[src/rtl/ex_branch_pkg.sv]
// rtl/ex_branch_pkg.sv - shared types, op encodings and FSM states for the branch unit
package ex_branch_pkg;

  localparam int DEF_ADDR_W = 32;
  localparam int DEF_WORD_W = 32;
  localparam int DEF_TAG_W  = 5;
  localparam int DEF_OP_W   = 6;

  typedef logic [DEF_ADDR_W-1:0] addr_t;
  typedef logic [DEF_WORD_W-1:0] word_t;
  typedef logic [DEF_TAG_W-1:0]  regtag_t;
  typedef logic [DEF_OP_W-1:0]   sinst_t;

  // A tag of zero means the operand data in the RS entry is final
  localparam regtag_t TAG_UNLOCKED = '0;

  localparam sinst_t OP_BEQ  = 6'd1;
  localparam sinst_t OP_BNE  = 6'd2;
  localparam sinst_t OP_BLT  = 6'd3;
  localparam sinst_t OP_BGE  = 6'd4;
  localparam sinst_t OP_BLTU = 6'd5;
  localparam sinst_t OP_BGEU = 6'd6;
  localparam sinst_t OP_JAL  = 6'd7;
  localparam sinst_t OP_JALR = 6'd8;

  typedef enum logic [2:0] {
    S_IDLE  = 3'd0,
    S_EXEC  = 3'd1,
    S_RESP  = 3'd2,
    S_FLUSH = 3'd3,
    S_DONE  = 3'd4
  } state_t;

endpackage

[src/rtl/ex_branch_cmp.sv]
// rtl/ex_branch_cmp.sv - combinational branch condition, target and link evaluator
module branch_cmp
  import ex_branch_pkg::*;
#(
  parameter int ADDR_W = DEF_ADDR_W,
  parameter int WORD_W = DEF_WORD_W,
  parameter int OP_W   = DEF_OP_W
) (
  input  logic [OP_W-1:0]   op,
  input  logic [ADDR_W-1:0] pc,
  input  logic [WORD_W-1:0] offset,
  input  logic [WORD_W-1:0] datax,
  input  logic [WORD_W-1:0] datay,
  output logic              taken,
  output logic [ADDR_W-1:0] target,
  output logic [WORD_W-1:0] link,
  output logic              is_link
);

  logic              w_eq;
  logic              w_lt;
  logic              w_ltu;
  logic [WORD_W-1:0] w_jalr_sum;

  assign w_eq       = (datax == datay);
  assign w_lt       = ($signed(datax) < $signed(datay));
  assign w_ltu      = (datax < datay);
  assign w_jalr_sum = datax + offset;
  assign link       = WORD_W'(pc) + WORD_W'(4);

  always_comb begin
    taken   = 1'b0;
    is_link = 1'b0;
    target  = pc + ADDR_W'(offset);
    case (op)
      OP_BEQ:  taken = w_eq;
      OP_BNE:  taken = ~w_eq;
      OP_BLT:  taken = w_lt;
      OP_BGE:  taken = ~w_lt;
      OP_BLTU: taken = w_ltu;
      OP_BGEU: taken = ~w_ltu;
      OP_JAL: begin
        taken   = 1'b1;
        is_link = 1'b1;
      end
      OP_JALR: begin
        taken   = 1'b1;
        is_link = 1'b1;
        target  = ADDR_W'(w_jalr_sum) & ~ADDR_W'(1);
      end
      default: ;
    endcase
  end

endmodule

[src/rtl/ex_branch.sv]
// rtl/ex_branch.sv - branch execution unit: accepts an RS entry, resolves it and
// issues redirect, link broadcast and a flush window before releasing the entry.
module ex_branch
  import ex_branch_pkg::*;
#(
  parameter int ADDR_W       = DEF_ADDR_W,
  parameter int WORD_W       = DEF_WORD_W,
  parameter int TAG_W        = DEF_TAG_W,
  parameter int OP_W         = DEF_OP_W,
  parameter int FLUSH_CYCLES = 2
) (
  input  logic              clk,
  input  logic              rst,
  input  logic              rdy,
  input  logic [ADDR_W-1:0] pc,
  input  logic [WORD_W-1:0] offset,
  input  logic              busy_in,
  input  logic [OP_W-1:0]   op,
  input  logic [TAG_W-1:0]  tagx,
  input  logic [TAG_W-1:0]  tagy,
  input  logic [WORD_W-1:0] datax,
  input  logic [WORD_W-1:0] datay,
  output logic              busy_branch,
  output logic              jump_en,
  output logic [ADDR_W-1:0] jump_addr,
  output logic              flush,
  output logic              link_en,
  output logic [WORD_W-1:0] link_data,
  output logic              misalign
);

  localparam int CNT_W = (FLUSH_CYCLES > 1) ? $clog2(FLUSH_CYCLES) : 1;

  state_t            r_state;
  logic [ADDR_W-1:0] r_pc;
  logic [WORD_W-1:0] r_offset;
  logic [OP_W-1:0]   r_op;
  logic [WORD_W-1:0] r_datax;
  logic [WORD_W-1:0] r_datay;
  logic              r_taken;
  logic [CNT_W-1:0]  r_cnt;
  logic              r_jump_en;
  logic [ADDR_W-1:0] r_jump_addr;
  logic              r_flush;
  logic              r_link_en;
  logic [WORD_W-1:0] r_link_data;
  logic              r_misalign;

  logic              w_taken;
  logic [ADDR_W-1:0] w_target;
  logic [WORD_W-1:0] w_link;
  logic              w_is_link;
  logic              w_accept;

  branch_cmp #(
    .ADDR_W (ADDR_W),
    .WORD_W (WORD_W),
    .OP_W   (OP_W)
  ) u_cmp (
    .op      (r_op),
    .pc      (r_pc),
    .offset  (r_offset),
    .datax   (r_datax),
    .datay   (r_datay),
    .taken   (w_taken),
    .target  (w_target),
    .link    (w_link),
    .is_link (w_is_link)
  );

  assign w_accept = busy_in && (tagx == TAG_W'(TAG_UNLOCKED)) && (tagy == TAG_W'(TAG_UNLOCKED));

  always_ff @(posedge clk or posedge rst) begin
    if (rst) begin
      r_state     <= S_IDLE;
      r_pc        <= '0;
      r_offset    <= '0;
      r_op        <= '0;
      r_datax     <= '0;
      r_datay     <= '0;
      r_taken     <= 1'b0;
      r_cnt       <= '0;
      r_jump_en   <= 1'b0;
      r_jump_addr <= '0;
      r_flush     <= 1'b0;
      r_link_en   <= 1'b0;
      r_link_data <= '0;
      r_misalign  <= 1'b0;
    end else if (rdy) begin
      case (r_state)
        S_IDLE: begin
          if (w_accept) begin
            r_pc     <= pc;
            r_offset <= offset;
            r_op     <= op;
            r_datax  <= datax;
            r_datay  <= datay;
            r_state  <= S_EXEC;
          end
        end
        // Outputs are loaded here so they are visible for exactly the RESP cycle
        S_EXEC: begin
          r_taken     <= w_taken;
          r_jump_en   <= w_taken;
          r_jump_addr <= w_target;
          r_link_en   <= w_is_link;
          r_link_data <= w_link;
          r_misalign  <= w_taken & w_target[1];
          r_state     <= S_RESP;
        end
        S_RESP: begin
          r_jump_en  <= 1'b0;
          r_link_en  <= 1'b0;
          r_misalign <= 1'b0;
          if (r_taken) begin
            r_flush <= 1'b1;
            r_cnt   <= CNT_W'(FLUSH_CYCLES - 1);
            r_state <= S_FLUSH;
          end else begin
            r_state <= S_DONE;
          end
        end
        S_FLUSH: begin
          if (r_cnt == '0) begin
            r_flush <= 1'b0;
            r_state <= S_DONE;
          end else begin
            r_cnt <= r_cnt - 1'b1;
          end
        end
        S_DONE:  r_state <= S_IDLE;
        default: r_state <= S_IDLE;
      endcase
    end
  end

  // In IDLE the hold simply mirrors the RS entry valid; reset forces a release
  assign busy_branch = ~rst & ((r_state == S_IDLE) ? busy_in : (r_state != S_DONE));
  assign jump_en     = r_jump_en;
  assign jump_addr   = r_jump_addr;
  assign flush       = r_flush;
  assign link_en     = r_link_en;
  assign link_data   = r_link_data;
  assign misalign    = r_misalign;

endmodule

[config.mk]
export PLATFORM = sky130hd
export DESIGN_NAME = ex_branch
export DESIGN_NICKNAME = d
export VERILOG_FILES = /design/src/rtl/ex_branch_pkg.sv /design/src/rtl/ex_branch_cmp.sv /design/src/rtl/ex_branch.sv
export SDC_FILE = /design/constraint.sdc
export NUM_CORES = 1
export LEC_CHECK = 0
export ABC_AREA = 0
export ABC_CLOCK_PERIOD_IN_PS = 9100
export CAP_MARGIN = 10
export CORE_ASPECT_RATIO = 0.7
export CORE_MARGIN = 1.5
export CORE_UTILIZATION = 55
export CTS_BUF_LIST = sky130_fd_sc_hd__clkbuf_2 sky130_fd_sc_hd__clkbuf_4 sky130_fd_sc_hd__clkbuf_8
export DETAILED_ROUTE_END_ITERATION = 12
export PLACE_DENSITY = 0.92
export SLEW_MARGIN = 30
export SYNTH_ARGS = -nofsm -noshare
export SYNTH_HDL_FRONTEND = slang
export SYNTH_SLANG_ARGS = --single-unit
export TNS_END_PERCENT = 5
[constraint.sdc]
create_clock -name clk -period 9.1 [get_ports clk]
set_input_delay 1.365 -clock clk [delete_from_list [all_inputs] [get_ports clk]]
set_output_delay 1.365 -clock clk [all_outputs]
set_load 0.02 [all_outputs]
==> results.md <==
- The maximum clock frequency is around 0.24 GHz.
- In the global route stage, overall resource usage came out at 0.2894.
- The repair_antennas step left the layout with diodes totalling 0.
- The worst setup path is captured at a flop.
- The width of the die is roughly 180 um.
- Hold is met by ~480 ps.
- The total number of clock tree sinks is 207.
- The remaining design rule violation count is 0.
- In the final routed layout, each cell accounts on average for between 15 and 20 um.
- The cell with the most instances after synthesis is sky130_fd_sc_hd__dfrtp_1.
- In this run the static leakage power is roughly 7.7 nW.
- Measured along the y axis, the die boundary spans between 100 and 150 um.
- The count of input and output buffers is 216.
- The final critical-path required period is 4095 ps.
- The cell that appears most often on the critical path is sky130_fd_sc_hd__buf_4.
- The headroom to the max-slew limit is 0.3768.
- For this design the top-level I/O count stands at about 220.
- In this run, post-CTS hold repair placed 0 buffers.
- The category of the most critical setup path is input port to flop.
- The actual transition at the worst max-transition pin is roughly 930 ps.
- Synthesis inferred 207 register bits.
- The share of the clock period used by the worst path is 0.4500.
- The row count is 45.
- Detailed placement ended at an HPWL of about 25000 um.
- The flow ran to the end, and the final reports show no timing, DRC or antenna violations.
- The number of CTS-inserted buffers is 31.
- Synthesis produced a netlist with a net count of between 1500 and 2000.
- Max-cap violations in this run came to 0.
- Across the VDD grid, the largest voltage drop is ~100 uV.
- The via count is roughly 11000.
- The first global-routing pass estimated 54230 um of wire.
- The setup skew after layout is around 15 ps.
- From synthesis to final layout, the design area changed by 24.76%.
- The largest fanout on the critical path is 91.
- The final setup violation count is 0.
- The maximum clock path buffer count is 3.
- The cell family contributing the most delay on the critical path is buffers and inverters.
- Routability-driven placement finished with a final weighted congestion of around 0.92.
- The final number of max-transition violations came to 0.
- STA puts the critical path data arrival time at ~4500 ps.
- The CTS tree is built.
- After clock tree synthesis, the clock-pin slew on the worst setup and hold paths is 60 ps.
- For the final routed database, the setup TNS stands at 0 ps.
- The primary flip-flop cell chosen by synthesis mapping is sky130_fd_sc_hd__dfrtp_1.
- For this run, the register share of the synthesized area comes to 0.4153.
- In this run the number of H-tree levels came out at 1.
- Summing every instance area after synthesis gives roughly 0.012 mm2.
- Counting both buffers and inverters, the worst setup path holds a total of 3.
- The global route total overflow is 0.
- Setup repair after global routing left no endpoint under its margin.
- The data required time of the worst path is between 9000 and 10000 ps.
- In the final layout, the share of cells above drive strength 1 is 0.1261.
- The class of the worst hold path is flop to flop.
- The initial core utilization is 0.5680.
- Yosys printed 0 warnings.
- By area the synthesized netlist is led by sky130_fd_sc_hd__dfrtp_1, sky130_fd_sc_hd__ha_1, sky130_fd_sc_hd__mux2_2.
- At the later pin of the worst-skew pair, clock insertion delay measures between 500 and 600 ps.
- The netlist uses 70 different library cells.
- The startpoint class of the critical path is an input port.
- Once detail routing completed, the nets flagged for antenna violations numbered 0.
- CTS placed an instance of sky130_fd_sc_hd__clkbuf_8 at the clock tree root.
- Buffers added to address setup during post-CTS repair amount to 0.
- The count of endpoints failing hold in the final timing report is 0.
- The initial antenna violation count is 0.
- The number of flops mapped to enable cells by yosys is 0.
- For this block, the routed nets add up to between 30000 and 40000 um of wire.
- The largest single stage delay on the critical path is around 850 ps.
- The count of fill cells added during filler insertion is 1524.
- Once the clock tree was built, the resizer swapped 0 gates to a different size.
- The number of nets in the final layout is approximately 1700.
- Traced cell by cell, the critical path runs through clkdlybuf4s50_1 -> nor4_1 -> nand4_1 -> nor3_2 -> buf_4 -> buf_4 -> mux2_2.
- The number of search-and-repair iterations in the first detailed-routing pass is 6.
- The fraction of registers with async set or reset after synthesis is 1.000.
- The worst path setup slack after routing is about 5000 ps.
- Counting every instance in the synthesized netlist gives about 1300.
- In the routed layout, each cell is associated on average with a via count of about 6.
- After the first detailed-routing iteration, the DRC count stood at 910.
- The power density of the placed cells is around 120 mW/mm2.
- The full die area is around 0.024 mm2.
- The floorplan step defined a core boundary enclosing between 0.02 and 0.025 mm2.
- The largest net degree at the start of global routing is 129.
- The slowest stage of the critical path belongs to the cell sky130_fd_sc_hd__buf_4.
- The number of global-route vias before repair is roughly 11000.
- By count the netlist is led by sky130_fd_sc_hd__dfrtp_1, sky130_fd_sc_hd__nand2_1, sky130_fd_sc_hd__o21ai_0.
- The synthesized area divided by synthesized cell count is 9.821 um2.
- The biggest area consumer among synthesized cells is sky130_fd_sc_hd__dfrtp_1.
- At the placement stage, the worst setup path has a slack of 4451 ps.
- The share of Yosys cell area claimed by the top area cell type is 0.4153.
==> per-layer routing <==
layer	vias to the layer above	global-route usage	wire [um]
met5	-	0	0
met4	0	0.08968	926
met3	87	0.05095	2773
met2	510	0.4650	15820
met1	5236	0.4026	15200
li1	4997	-	-
==> worst min-delay path, cell delays in order (launching register included) <==
cell and delay, ps:
sky130_fd_sc_hd__dfrtp_1 340, sky130_fd_sc_hd__nand2_1 40, sky130_fd_sc_hd__o21ai_0 60
==> power by group <==
group / switching (W) / internal (W)
sequential: 0.00000653 / 0.000927
clock: 0.000368 / 0.000456
combinational: 0.0000503 / 0.0000710
total: 0.000424 / 0.00145
==> flip-flops by register name, summed over array words and instances, names as in the netlist, 3 cells and up <==
name	cells
jump_addr	32
link_data	32
r_datax	32
r_state	3
r_datay	32
r_pc	32
r_op	6
r_offset	32
==> final cells by class <==
cell class / count / area (um2) / share of cell area
clock buffers: 50 / 619.3 / 0.03980
clock inverters: 5 / 52.55 / 0.003377
inverters: 50 / 200.2 / 0.01286
multi-input cells: 964 / 6934 / 0.4456
flip-flops and latches: 207 / 5180 / 0.3329
well taps: 282 / 352.8 / 0.02267
repair buffers: 223 / 2222 / 0.1428
==> cell usage in the layout (no fill, tap or decap), types with 8 or more instances in the layout <==
| cell | netlist | final |
|---|---|---|
| sky130_fd_sc_hd__clkbuf_4 | 0 | 11 |
| sky130_fd_sc_hd__xor2_1 | 43 | 43 |
| sky130_fd_sc_hd__a21o_1 | 36 | 36 |
| sky130_fd_sc_hd__mux2i_1 | 8 | 8 |
| sky130_fd_sc_hd__o21ai_0 | 118 | 118 |
| sky130_fd_sc_hd__clkdlybuf4s50_1 | 0 | 216 |
| sky130_fd_sc_hd__dfrtp_1 | 207 | 207 |
| sky130_fd_sc_hd__inv_1 | 50 | 49 |
| sky130_fd_sc_hd__mux2_2 | 102 | 102 |
| sky130_fd_sc_hd__o21bai_1 | 8 | 8 |
| sky130_fd_sc_hd__a21oi_1 | 80 | 80 |
| sky130_fd_sc_hd__and3_1 | 26 | 26 |
| sky130_fd_sc_hd__nand2_1 | 151 | 151 |
| sky130_fd_sc_hd__ha_1 | 94 | 94 |
| sky130_fd_sc_hd__o211ai_1 | 14 | 14 |
| sky130_fd_sc_hd__nand3_1 | 29 | 29 |
| sky130_fd_sc_hd__nand2b_1 | 11 | 11 |
| sky130_fd_sc_hd__clkbuf_8 | 0 | 39 |
| sky130_fd_sc_hd__nand4_1 | 20 | 20 |
| sky130_fd_sc_hd__nor3_1 | 14 | 13 |
| sky130_fd_sc_hd__a31oi_1 | 14 | 14 |
| sky130_fd_sc_hd__a211oi_1 | 10 | 10 |
| sky130_fd_sc_hd__o21a_1 | 8 | 8 |
| sky130_fd_sc_hd__nor2_1 | 50 | 49 |
| sky130_fd_sc_hd__xnor2_1 | 39 | 39 |
==> worst paths after layout <==
check                                    from             to  slack, ps  cells past startpoint
min in group asynchronous                 rst     r_state[1]       1270                      2
worst min-delay path            link_data[18]  link_data[18]        480                      2
max in group asynchronous                 rst   link_data[9]       6540                      3
worst min register to register  link_data[18]  link_data[18]        480                      2
worst max register to register    r_offset[1]  jump_addr[31]       5670                     10
worst max-delay path                  tagx[0]    r_datax[10]       5000                      7
==> stage by stage <==
| stage | cells | util | power (W) | instance area, um2 |
|---|---|---|---|---|
| 3_3_place_gp | 1726 | 0.6775 | 0.001067 | 14880 |
| 4_1_cts | 1781 | 0.7081 | 0.001892 | 15550 |
| 6_report | 1781 | 0.7087 | 0.001878 | 15560 |
| 3_5_place_dp | 1726 | 0.6775 | 0.001070 | 14880 |
| 5_1_grt | 1781 | 0.7087 | 0.001939 | 15560 |
| 2_1_floorplan | 1270 | - | 0.0009868 | 12470 |
==> kinds of logic (layout without fill, tap and decap cells) <==
group	count (synthesis)	in the layout	synth area share
AND/OR/NAND/NOR	336	336	0.1285
XOR/XNOR	82	82	0.05758
buffers and inverters	99	328	0.02989
adder cells (fa/ha/maj)	96	96	0.09750
multiplexers	110	110	0.09851
flip-flops	207	207	0.4153
AO/OA/AOI/OAI	340	340	0.1727
Note: power is estimated with default switching activity, not from simulation.
